## src/rtl/fifo_burst_reader_pkg.sv

```systemverilog
// Shared definitions for FIFO burst masters: FSM state encoding and the
// burst-length clamp used when a burst is armed.
package fifo_burst_reader_pkg;

   typedef enum logic [1:0] {
      ST_IDLE  = 2'd0,
      ST_ARM   = 2'd1,
      ST_BURST = 2'd2,
      ST_DRAIN = 2'd3
   } burst_state_e;

   // A zero length still moves one word; anything beyond the FIFO depth
   // could never be satisfied, so it is capped at the depth.
   function automatic logic [31:0] clamp_burst_len(input logic [31:0] len,
                                                   input logic [31:0] depth);
      logic [31:0] res;
      if (len == 32'd0)
         res = 32'd1;
      else if (len > depth)
         res = depth;
      else
         res = len;
      return res;
   endfunction

endpackage

```

## src/rtl/fifo_burst_reader_stream_out.sv

```systemverilog
// Single-entry valid/ready output register. A load strobe overwrites the
// entry (even while it is being accepted); otherwise acceptance empties it.
module stream_out_reg #(
   parameter int WIDTH = 9
) (
   input  logic             clk,
   input  logic             rst,
   input  logic             load,
   input  logic [WIDTH-1:0] load_data,
   input  logic             ready,
   output logic             valid,
   output logic [WIDTH-1:0] data
);

   logic             valid_d, valid_q;
   logic [WIDTH-1:0] data_d, data_q;

   always_comb begin
      valid_d = valid_q;
      data_d  = data_q;
      if (load) begin
         valid_d = 1'b1;
         data_d  = load_data;
      end else if (valid_q && ready) begin
         valid_d = 1'b0;
      end
   end

   always_ff @(posedge clk) begin
      if (rst) begin
         valid_q <= 1'b0;
         data_q  <= '0;
      end else begin
         valid_q <= valid_d;
         data_q  <= data_d;
      end
   end

   assign valid = valid_q;
   assign data  = data_q;

endmodule

```

## src/rtl/fifo_burst_reader.sv

```systemverilog
// Read-side burst master for a show-ahead FIFO: waits for a full (or timed-out
// partial) burst, pops exactly that many words and streams them out with m_last.
module fifo_burst_reader
   import fifo_burst_reader_pkg::*;
#(
   parameter int ADDR_WIDTH = 4,
   parameter int DATA_WIDTH = 8,
   parameter int TO_WIDTH   = 16
) (
   input  logic                  clk,
   input  logic                  rst,
   input  logic                  enable,
   input  logic [ADDR_WIDTH:0]   burst_len,
   input  logic [TO_WIDTH-1:0]   timeout,
   input  logic [ADDR_WIDTH:0]   fifo_num,
   input  logic                  fifo_empty,
   input  logic [DATA_WIDTH-1:0] fifo_q,
   output logic                  fifo_rd_req,
   output logic                  m_valid,
   input  logic                  m_ready,
   output logic [DATA_WIDTH-1:0] m_data,
   output logic                  m_last,
   output logic                  busy,
   output logic                  burst_done
);

   localparam int LEN_W = ADDR_WIDTH + 1;
   localparam int DEPTH = 2 ** ADDR_WIDTH;

   burst_state_e          state_d, state_q;
   logic [LEN_W-1:0]      rem_d, rem_q;
   logic [LEN_W-1:0]      eff_len;
   logic [TO_WIDTH-1:0]   to_cnt_d, to_cnt_q;
   logic [TO_WIDTH:0]     to_next;
   logic                  busy_d, busy_q;
   logic                  done_d, done_q;
   logic                  pop;
   logic                  out_valid;
   logic [DATA_WIDTH:0]   out_word;

   assign eff_len = LEN_W'(clamp_burst_len(32'(burst_len), 32'(DEPTH)));
   // One bit wider so the timeout compare cannot wrap.
   assign to_next = (TO_WIDTH + 1)'(to_cnt_q) + (TO_WIDTH + 1)'(1);

   assign pop = (state_q == ST_BURST) && (rem_q != '0) && !fifo_empty &&
                (!out_valid || m_ready);

   always_comb begin
      state_d  = state_q;
      rem_d    = rem_q;
      to_cnt_d = to_cnt_q;
      done_d   = 1'b0;
      case (state_q)
         ST_IDLE: begin
            if (enable) begin
               state_d  = ST_ARM;
               to_cnt_d = '0;
            end
         end
         ST_ARM: begin
            if (!enable) begin
               state_d = ST_IDLE;
            end else if (fifo_num >= eff_len) begin
               state_d = ST_BURST;
               rem_d   = eff_len;
            end else if ((timeout != '0) && (fifo_num != '0) &&
                         (to_next >= (TO_WIDTH + 1)'(timeout))) begin
               state_d = ST_BURST;
               rem_d   = fifo_num;
            end else if (fifo_num != '0) begin
               to_cnt_d = to_next[TO_WIDTH-1:0];
            end else begin
               to_cnt_d = '0;
            end
         end
         ST_BURST: begin
            if (pop) begin
               rem_d = rem_q - LEN_W'(1);
               if (rem_q == LEN_W'(1))
                  state_d = ST_DRAIN;
            end
         end
         ST_DRAIN: begin
            if (out_valid && m_ready && out_word[DATA_WIDTH]) begin
               state_d  = enable ? ST_ARM : ST_IDLE;
               to_cnt_d = '0;
               done_d   = 1'b1;
            end
         end
         default: state_d = ST_IDLE;
      endcase
      busy_d = (state_d != ST_IDLE);
   end

   always_ff @(posedge clk) begin
      if (rst) begin
         state_q  <= ST_IDLE;
         rem_q    <= '0;
         to_cnt_q <= '0;
         busy_q   <= 1'b0;
         done_q   <= 1'b0;
      end else begin
         state_q  <= state_d;
         rem_q    <= rem_d;
         to_cnt_q <= to_cnt_d;
         busy_q   <= busy_d;
         done_q   <= done_d;
      end
   end

   stream_out_reg #(
      .WIDTH(DATA_WIDTH + 1)
   ) u_out (
      .clk      (clk),
      .rst      (rst),
      .load     (pop),
      .load_data({rem_q == LEN_W'(1), fifo_q}),
      .ready    (m_ready),
      .valid    (out_valid),
      .data     (out_word)
   );

   assign fifo_rd_req = pop;
   assign m_valid     = out_valid;
   assign m_data      = out_word[DATA_WIDTH-1:0];
   assign m_last      = out_word[DATA_WIDTH];
   assign busy        = busy_q;
   assign burst_done  = done_q;

endmodule

```

## config.mk

```make
export PLATFORM = sky130hd
export DESIGN_NAME = fifo_burst_reader
export DESIGN_NICKNAME = d
export VERILOG_FILES = /design/src/rtl/fifo_burst_reader_pkg.sv /design/src/rtl/fifo_burst_reader_stream_out.sv /design/src/rtl/fifo_burst_reader.sv
export SDC_FILE = /design/constraint.sdc
export NUM_CORES = 1
export LEC_CHECK = 0
export CORE_MARGIN = 2
export CORE_UTILIZATION = 33
export CTS_BUF_LIST = sky130_fd_sc_hd__clkbuf_8 sky130_fd_sc_hd__clkbuf_16
export DETAILED_ROUTE_END_ITERATION = 6
export RECOVER_POWER = 50
export SLEW_MARGIN = 0
export SYNTH_ARGS = -nofsm -noshare
export SYNTH_HDL_FRONTEND = slang
export SYNTH_SLANG_ARGS = --single-unit
```

## constraint.sdc

```tcl
create_clock -name clk -period 4.4 [get_ports clk]
set_input_delay 0.88 -clock clk [delete_from_list [all_inputs] [get_ports clk]]
set_output_delay 0.88 -clock clk [all_outputs]
set_load 0.005 [all_outputs]
```

== Word level (Yosys, flattened, before mapping) ==
Cells that the tools add are included.
Widths: inputs -> output; s select.

* Add/sub/neg operators: 2
* Magnitude comparators: 3
* Equality and inequality tests: 11
* Multiplexer cells: 26
* Bitwise gates (word level): 1
* Reduce and logical (&&, ||, !) cells: 22

{| class="wikitable"
|+ Operators by type and width
! cell !! count
|-
| $mux 16 || 6
|-
| $pmux 16 s3 || 1
|-
| $mux 5 || 6
|-
| $add 16x1->17 const B || 1
|-
| $ge 17x16->1 || 1
|-
| $reduce_bool 16->1 || 1
|-
| $mux 2 || 7
|-
| $ne 2x2->1 const B || 6
|-
| $pmux 5 s2 || 1
|-
| $reduce_bool 5->1 || 2
|-
| $pmux 2 s4 || 1
|-
| $logic_and 1x1->1 || 7
|-
| $reduce_and 6->1 || 1
|-
| $reduce_bool 2->1 || 3
|-
| $eq 5x1->1 const B || 1
|-
| $ge 5x5->1 || 1
|-
| $gt 5x5->1 const B || 1
|-
| $logic_not 5->1 || 1
|-
| $sub 5x1->5 const B || 1
|-
| $eq 2x2->1 const B || 2
|-
| $mux 1 || 4
|-
| $reduce_and 4->1 || 1
|-
| $ne 3x3->1 const B || 1
|-
| $reduce_bool 3->1 || 1
|-
| 6 further kinds || 7
|}

* Flip-flop bits (word level): 35
* Input port bits: 39
* Word-level logic and storage cells: 72

== Logic depth before layout (Yosys ltp) ==
Gate-level depths: netlist (run 1).

* Depth in word-level cells: 8
* Gate-level depth with buffers: 15
* Gate-level depth less buffers: 14

== Cells and area by module ==
Synthesis (run 1) repeated with hierarchy kept, for this count alone.

* Cell total of the unflattened synthesis: 307
* Area total of the unflattened synthesis: 2497.4 µm²

{| class="wikitable"
|+ Modules (own cells, without submodules)
! module !! instances !! cells an instance !! area an instance (µm²) !! seq. area each (µm²)
|-
| fifo_burst_reader || 1 || 274 || 2142.1 || 500.5
|-
| stream_out_reg || 1 || 33 || 355.3 || 200.2
|}

== Least setup slack after synthesis (run 1) ==
OpenSTA, ideal clock, no wires.

* Kind: reg2reg
* Start point: register to_cnt_q[3]
* End point: register rem_q[2]
* Arrival time: 3.040 ns
* Data required time: 4.278 ns
* Setup slack: 1.238 ns
* Stages on the path, launching flop included: 13
* Buffers on the path: 0
* Period minus slack after synthesis: 3.162 ns
* Cell sequence: dfxtp_1 > nand3_2 > or4_4 > and2_1 > or2_2 > ha_1 > nand4_1 > nor2_1 > a211oi_1 > a31oi_2 > o211ai_4 > a2111oi_1 > a311o_1

* Cells in the longest elaborated chain, start to end: 5

{| class="wikitable"
|+ RTL lines
! item !! RTL line !! source
|-
| start: declaration || fifo_burst_reader.sv:33 || <nowiki>logic [TO_WIDTH-1:0] to_cnt_d, to_cnt_q;</nowiki>
|-
| start signal: assignment || fifo_burst_reader.sv:105 || <nowiki>to_cnt_q <= to_cnt_d;</nowiki>
|-
| $add 16x1->17 || fifo_burst_reader.sv:43 || <nowiki>assign to_next = (TO_WIDTH + 1)'(to_cnt_q) + (TO_WIDTH + 1)'(1);</nowiki>
|-
| $ge 17x16->1 || fifo_burst_reader.sv:67 || <nowiki>(to_next >= (TO_WIDTH + 1)'(timeout))) begin</nowiki>
|-
| $logic_and 1x1->1 || fifo_burst_reader.sv:66 || <nowiki>end else if ((timeout != '0) && (fifo_num != '0) &&</nowiki>
|-
| $ne 3x3->1 (no source line) || -- ||
|-
| $reduce_and 4->1 (no source line) || -- ||
|-
| end signal: assignment || fifo_burst_reader.sv:104 || <nowiki>rem_q <= rem_d;</nowiki>
|-
| end: declaration || fifo_burst_reader.sv:31 || <nowiki>logic [LEN_W-1:0] rem_d, rem_q;</nowiki>
|}

No other way between the ends.
A chain may end at the register's enable or synchronous reset.

== Final worst setup path (run 1) ==
* Start point: input port fifo_empty
* End point: output port fifo_rd_req

* Cells in the longest elaborated chain, start to end: 3

{| class="wikitable"
|+ RTL lines
! item !! RTL line !! source
|-
| start: declaration || fifo_burst_reader.sv:16 || <nowiki>input logic fifo_empty,</nowiki>
|-
| $logic_not 1->1 || fifo_burst_reader.sv:45 || <nowiki>assign pop = (state_q == ST_BURST) && (rem_q != '0) && !fifo_empty &&</nowiki>
|-
| $logic_and 1x1->1 (2 in a row) || fifo_burst_reader.sv:45 ||
|-
| end: declaration || fifo_burst_reader.sv:18 || <nowiki>output logic fifo_rd_req,</nowiki>
|}

No other way between the ends.

==> results of run 1 <==
per-stage QoR:
stage                     setup WS, ns  utilization (%)  hold slack, ns  std cells
after CTS                        0.660             43.8           0.458        479
after floorplan                   1.24                -           0.453        327
after global routing             0.263             43.8           0.467        479
final                            0.481             43.8           0.452        479
after global placement           0.726             42.7           0.443        471
after detailed placement         0.637             42.7           0.449        471
logic make-up after synthesis:
kind of cell | share of synthesized area, %
xor+xnor | 3.18
simple gates | 28.2
compound gates | 20.9
fa+ha+maj | 12.1
mux | 1.26
flops | 28.3
buf+inv | 6.11
power by group:
part | internal (mW) | switching, mW | leakage [nW]
Sequential | 0.322 | 0.00667 | 0.283
Combinational | 0.0627 | 0.0662 | 1.04
Clock | 0.106 | 0.120 | 0.0505
layout make-up:
type	instances	share of cell area [%]
inverter	30	3.54
clock inverter	3	0.394
sequential	35	22.1
multi-input combinational	253	51.2
clock buffer	5	2.17
timing repair buffer	54	16.8
tap	99	3.90
synthesized netlist by cell type, drive strengths merged, types with 5 or more instances:
library cell and count:
a21o 7, inv 30, dfxtp 35, nand2b 6
o21ai 15, ha 24, nor4 7, o211ai 5
a211oi 11, nand2 46, or2 6, nand4 9
nor2 26, buf 5, nor3 8, nand3 23
xnor2 5, a21oi 19
worst paths after layout:
kind / from / endpoint / slack (ns) / depth (start not counted)
worst min register to register: u_out.data[3]$_SDFFE_PP0P_ / u_out.data[3]$_SDFFE_PP0P_ / 0.45 / 2
worst max-delay path: fifo_empty / fifo_rd_req / 0.48 / 5
worst min-delay path: u_out.data[3]$_SDFFE_PP0P_ / u_out.data[3]$_SDFFE_PP0P_ / 0.45 / 2
worst max register to register: to_cnt_q[0]$_SDFFE_PP0P_ / to_cnt_q[6]$_SDFFE_PP0P_ / 0.64 / 14
critical path: stages:
cell and delay, ns:
dlygate4sd3_1 0.55, a211oi_1 0.25, nand2b_1 0.35, inv_1 0.43, clkdlybuf4s50_1 0.58
routing by layer:
metal / global-route usage (%) / vias up / part of all wire, %
li1: - / 1272 / -
met1: 21.0 / 1124 / 48
met2: 24.1 / 46 / 47
met3: 3.09 / 6 / 3.6
met4: 4.23 / 0 / 1.1
met5: 0 / - / 0
flip-flops by register name, indices dropped and copies added (netlist names):
register / flops
to_cnt_q: 16
state_q: 2
busy: 1
burst_done: 1
u_out.valid: 1
u_out.data: 9
rem_q: 5
==> results_dict.tcl, run 1 <==
set metrics [dict create \
    drv_cap 0 \
    cts-htree-levels 2 \
    avgSynthCellArea_sq_um 7.58 \
    critical_path_class "input pin to output pin" \
    setup_tns_ns 0 \
    finalCriticalPeriod_ns 3.92 \
    syn_nets 390 \
    synth-seq-cells 35 \
    synthDistinctLibCells 52 \
    chipWidth_um 90.6 \
    area_growth_pct 28.2 \
    finClkSkew_ns 0.00881 \
    worstPathRequired_ns 3.52 \
    dp_hpwl_mm 4.93 \
    cts_tree "done" \
    cp-start-kind "input pin" \
    gp_congestion 0.862 \
    final_hold_viol_count 0 \
    worstPathMaxFanout 13 \
    drc_errors 0 \
    grt_max_degree 23 \
    stdcell_area_sq_um 3180 \
    synthTopCellsByArea "dfxtp_1, ha_1, nand2_1" \
    num_io_pins 52 \
    synth_top_area_share_pct 28.3 \
    ctsHoldBuffers 0 \
    antenna_found_initial 0 \
    dr_total_vias 2448 \
    p_total_mw 0.684 \
    grt_pass1_wl_mm 10.2 \
    yosysTopAreaCell "dfxtp_1" \
    max_freq_ghz 0.255 \
    synthArstFlopShare_pct 0 \
    drive_gt1_share_pct 5.00 \
    die-area_sq_um 8220 \
    final_cell_mix "nand2_1, clkdlybuf4s50_1, dfxtp_1" \
    multi_input_area_sq_um 1630 \
    cts_buffer_depth 2 \
    nFillCells 749 \
    dpl_cell_area_sq_um 3100 \
    rsz0062_at_grt "no" \
    wl_per_cell_um 12.8 \
    coreArea_sq_um 7250 \
    yosys_most_used_dff "dfxtp_1" \
    p_per_area_nw_per_um2 215 \
    worstMarginPinSlew_ns 0.589 \
    hold_path.class "flip-flop to flip-flop" \
    clkSlewWorstSetupHoldPaths_ns 0.06 \
    slew_headroom_pct 60.6 \
    final_common_cell "nand2_1" \
    avgViaCountPerCell 5.11 \
    p_leak_nw 1.37 \
    period_share_pct 89.1 \
    cts_made_buffers 5 \
    slew_viol_final 0 \
    clk_latency_ns 0.30 \
    routed_wl_mm 6.15 \
    synth-edff-count 0 \
    status "finished clean" \
    finalNetCount 442 \
    cts.sinks 35 \
    antenna_cells 0 \
    drt-initial-drc-count 113 \
    cts_root_buf "clkbuf_8" \
    track_usage_pct 15.2 \
    arrival_ns 3.04 \
    drt_first_pass_iters 4 \
    port_buffers 51 \
    synth-seq-area-share_pct 28.3 \
    die_height_um 90.6 \
    syn_inst 327 \
    grt_pass1_vias 2154 \
    yosysWarnings 0 \
    setup_viol 0 \
    start_util_pct 34.2 \
    gr-total-overflow 0 \
    final-seq-area_sq_um 701 \
    cts_setup_buffers 0 \
    rows 31 \
    syn-cell-area_sq_um 2480 \
    ir_worst_vdd_uv 92.9 \
    ctsResizeCount 0 \
    end_kind "output pin" \
    antenna_left 0 \
]
(Power assumes the default switching activity.)
==> run 2: changes to the inputs <==
- DONT_BUFFER_PORTS: unset -> 1
==> results_dict.tcl, run 2 (same netlist as run 1, synthesis figures left out) <==
set metrics [dict create \
    p_total_mw 0.667 \
    path_buf_inv 0 \
    setup_viol 0 \
    finClkSkew_ns 0.00302 \
    slew_headroom_pct 58.5 \
    final_common_cell "nand2_1" \
    chipWidth_um 90.6 \
    cp-start-kind "flip-flop" \
    worstPathMaxFanout 10 \
    worst_slack_ns 0.803 \
    max_freq_ghz 0.278 \
    antenna_found_initial 0 \
    ctsResizeCount 0 \
    slowest_delay_ns 0.55 \
    final_cells 426 \
    start_util_pct 34.2 \
    finalNetCount 389 \
    seqPwrFrac_pct 49.3 \
    fin_util_pct 36.8 \
    grt_pass1_vias 2102 \
    routed_wl_mm 5.65 \
    worstMarginPinSlew_ns 0.619 \
    area_growth_pct 7.78 \
    switching_share_pct 26.1 \
    critical_path_class "flip-flop to flip-flop" \
    p_per_area_nw_per_um2 250 \
    gr-total-overflow 0 \
    die-area_sq_um 8220 \
    grt_pass1_wl_mm 9.67 \
    top_register "to_cnt_q" \
    power.switching_mw 0.174 \
    cts_root_buf "clkbuf_8" \
    drt_first_pass_iters 4 \
    drv_cap 0 \
    rsz0062_at_grt "no" \
    ctsHoldBuffers 0 \
    hold_slack_ns 0.469 \
    dp_slack_ns 0.889 \
    rows 31 \
    coreArea_sq_um 7250 \
    internal_power_mw 0.493 \
    placed_cells_incl_taps 418 \
    num_io_pins 52 \
    period_share_pct 81.8 \
    largest_reg_flops 16 \
    p_leak_nw 1.13 \
    p_comb_share_pct 12.5 \
    end_kind "flip-flop" \
    drt-initial-drc-count 139 \
    status "finished clean" \
    cts_buffer_depth 2 \
    clkSlewWorstSetupHoldPaths_ns 0.07 \
    antenna_cells 0 \
    clkPwrFrac_pct 38.2 \
    drc_errors 0 \
    port_buffers 0 \
    cts_setup_buffers 0 \
    cts-htree-levels 2 \
    finalCriticalPeriod_ns 3.60 \
    cts.sinks 35 \
    final_hold_viol_count 0 \
    arrival_ns 3.77 \
    track_usage_pct 14.4 \
    dp_hpwl_mm 4.47 \
    avgViaCountPerCell 5.17 \
    worstPathRequired_ns 4.58 \
    critical_path.slowest_cell "or4_4" \
    hold_path.class "flip-flop to flip-flop" \
    final_cell_mix "nand2_1, dfxtp_1, inv_1" \
    ir_worst_vdd_uv 112 \
    dpl_cell_area_sq_um 2570 \
    wl_per_cell_um 13.3 \
    cts_made_buffers 5 \
    gp_congestion 0.861 \
    worst_path_dominant_cell_family "compound AO/OA/AOI/OAI gates" \
    worstPathCellList "nand2_1, or4_4, and2_1, or2_2, ha_1, nand4_1, nor2_1, a211oi_1, a31oi_2, o211ai_4, a2111oi_1, a311o_1" \
    stdcell_area_sq_um 2670 \
    setup_tns_ns 0 \
    drive_gt1_share_pct 5.50 \
    dr_total_vias 2203 \
    grt_max_degree 33 \
    antenna_left 0 \
    cts_tree "done" \
    slew_viol_final 0 \
    die_height_um 90.6 \
    clk_latency_ns 0.28 \
]
==> run 2: per-layer routing <==
| layer | GRT usage, % | part of all wire (%) | wire [um] | up-vias |
|---|---|---|---|---|
| li1 | - | - | - | 1159 |
| met1 | 18.5 | 47 | 2680 | 998 |
| met2 | 23.5 | 47 | 2650 | 37 |
| met3 | 3.26 | 3.6 | 204 | 9 |
| met4 | 5.38 | 2.1 | 118 | 0 |
| met5 | 0 | 0 | 0 | - |
==> run 2: power by group through the flow <==
stage	combinational, mW	sequential, mW	clock (mW)
floorplan	0.0720	0.332	0
global placement	0.0816	0.336	0
detailed placement	0.0834	0.336	0
CTS	0.0837	0.328	0.263
global route	0.0961	0.329	0.277
finish	0.0836	0.329	0.254
==> run 2: worst paths after layout <==
| kind | from | endpoint | slack (ns) | cells after the start |
|---|---|---|---|---|
| setup / recovery | to_cnt_q[0]$_SDFFE_PP0P_ | rem_q[2]$_SDFFE_PP0P_ | 0.80 | 12 |
| hold / removal | u_out.data[5]$_SDFFE_PP0P_ | u_out.data[5]$_SDFFE_PP0P_ | 0.47 | 2 |
| setup reg to reg | to_cnt_q[0]$_SDFFE_PP0P_ | rem_q[2]$_SDFFE_PP0P_ | 0.80 | 12 |
| hold reg to reg | u_out.data[5]$_SDFFE_PP0P_ | u_out.data[5]$_SDFFE_PP0P_ | 0.47 | 2 |
==> run 2: area by class of cell <==
cell class                 instances  area, sq um
fill                             779         4580
multi-input combinational        253         1630
sequential                        35          701
tap                               99          124
inverter                          30          113
clock buffer                       7         96.3
timing repair buffer               1         7.51
clock inverter                     1         3.75
==> run 2: worst min-delay path, stage by stage, from the launching register on <==
cell     delay [ns]
dfxtp_1        0.32
nand2_1        0.06
a21oi_1        0.05
==> RTL change, RTL diff (flow settings as in run 2) <==
The 4 states of `burst_state_e` get a one-hot encoding in 4 bits.
--- a/src/rtl/fifo_burst_reader_pkg.sv
+++ b/src/rtl/fifo_burst_reader_pkg.sv
@@ -2,11 +2,11 @@
 // burst-length clamp used when a burst is armed.
 package fifo_burst_reader_pkg;
 
-   typedef enum logic [1:0] {
-      ST_IDLE  = 2'd0,
-      ST_ARM   = 2'd1,
-      ST_BURST = 2'd2,
-      ST_DRAIN = 2'd3
+   typedef enum logic [3:0] {
+      ST_IDLE  = 4'b0001,
+      ST_ARM   = 4'b0010,
+      ST_BURST = 4'b0100,
+      ST_DRAIN = 4'b1000
    } burst_state_e;
 
    // A zero length still moves one word; anything beyond the FIFO depth
Function: same outputs for any inputs over 10 cycles, from zero or initial values and one cycle with rst high; not proved beyond that.
==> RTL change against run 2 <==
Setup slack got worse by 210 ps; final area increased by 6.6%; wire length increased by 6.0%; sequential cell count increased by 2; area after synthesis grew 7.4%; power increased by 8.9%; sequential share of layout area decreased by 0.21 points; critical path depth grew 2; largest cell class unchanged; highest routed layer unchanged.
==> RTL change: results <==
[layout]
final_cell_count_no_fill = 428
finish.net_count = 388

[worst_setup_path]
critPathTopFamily = "simple AND/OR/NAND/NOR gates"
crit_fanout = 27
critical-path-max-stage-delay_ps = 460
crit_path_top_delay_cell = "or4_1"
crit_arrival_ps = 4040

[placed_design]
dpl.cell_count = 420
dpl-instance-area_um2 = 2735
dp.final_hpwl_um = 4637
place_congestion = 0.8273
preCtsSetupSlack_ps = 622.7

[route]
drt-total-wl_um = 5988

[power]
irDropWorstVdd_mv = 0.1779
static-leakage-power_nw = 1.062

[grt]
grt_pass1_vias = 2138
wire_length_of_the_first_global_routing_pass_um = 9742
groute.usage.overall_pct = 13.75

[yosys]
fraction_of_the_yosys_area_taken_by_sequential_cells_pct = 27.85
post_synth_num_cell_types = 56
synth_xor_area_share_pct = 4.892
yosys-top-cells-count = "dfxtp_1 (37), a21oi_1 (34), nand2_1 (29), inv_1 (27), ha_1 (24)"
synth_fa_ha_area_share_pct = 11.29
postSynthCellCount = 328
yosys-mux-area-fraction_pct = 4.139
netlist_top_cells_area = "dfxtp_1 (28%), ha_1 (11%), a21oi_1 (6.4%)"

[outcome]
status = "complete, no violations"

[clock_tree]
number_of_clock_buffers_inserted_by_tritoncts = 5
cts.repair.resized = 0

[timing]
finalClockSkew_ps = 10.33
finalHoldWorstSlack_ps = 451.7
slew-limit-headroom_pct = 43.64
timing.final.ws_setup_ps = 595.7
-- RTL change: cell types whose count changed after synthesis, moves of 4 or more --
cell,change
nand2_1,-16
a21oi_1,+15
o21ai_0,+13
nand3_1,-12
o21ai_1,-10
mux2i_1,+9
or3b_1,+8
or4_1,+8
a211oi_1,-7
nand4_1,-5
xnor2_1,+5
a21o_1,-4
-- RTL change: path summary, 6_finish.rpt --
| path | from | to | cells after the start |
|---|---|---|---|
| setup / recovery | to_cnt_q[0] | to_cnt_q[7] | 14 |
| hold / removal | to_cnt_q[15] | to_cnt_q[15] | 2 |
| setup reg to reg | to_cnt_q[0] | to_cnt_q[7] | 14 |
| hold reg to reg | to_cnt_q[15] | to_cnt_q[15] | 2 |
-- RTL change: layout make-up --
| cell class | count | area (um^2) |
|---|---|---|
| sequential | 37 | 740.7 |
| inverter | 27 | 101.3 |
| fill | 836 | 4922 |
| timing repair buffer | 3 | 18.77 |
| tap | 102 | 127.6 |
| multi-input combinational | 251 | 1737 |
| clock inverter | 2 | 37.54 |
| clock buffer | 6 | 82.58 |
-- RTL change: routing by layer --
| metal | routed length, um | global-route usage, % | vias up |
|---|---|---|---|
| met5 | 0 | 0 | - |
| met4 | 57 | 4.106 | 0 |
| met3 | 314 | 2.729 | 6 |
| met2 | 2753 | 22.44 | 53 |
| met1 | 2862 | 18.33 | 1102 |
| li1 | - | - | 1155 |
-- RTL change: where the power goes --
group          total [mW]  internal, mW  switching, mW  leakage, nW
Clock               0.312         0.184          0.127       0.0574
Combinational      0.0726        0.0297         0.0430        0.706
Sequential          0.341         0.338        0.00305        0.299
Total               0.726         0.552          0.173         1.06
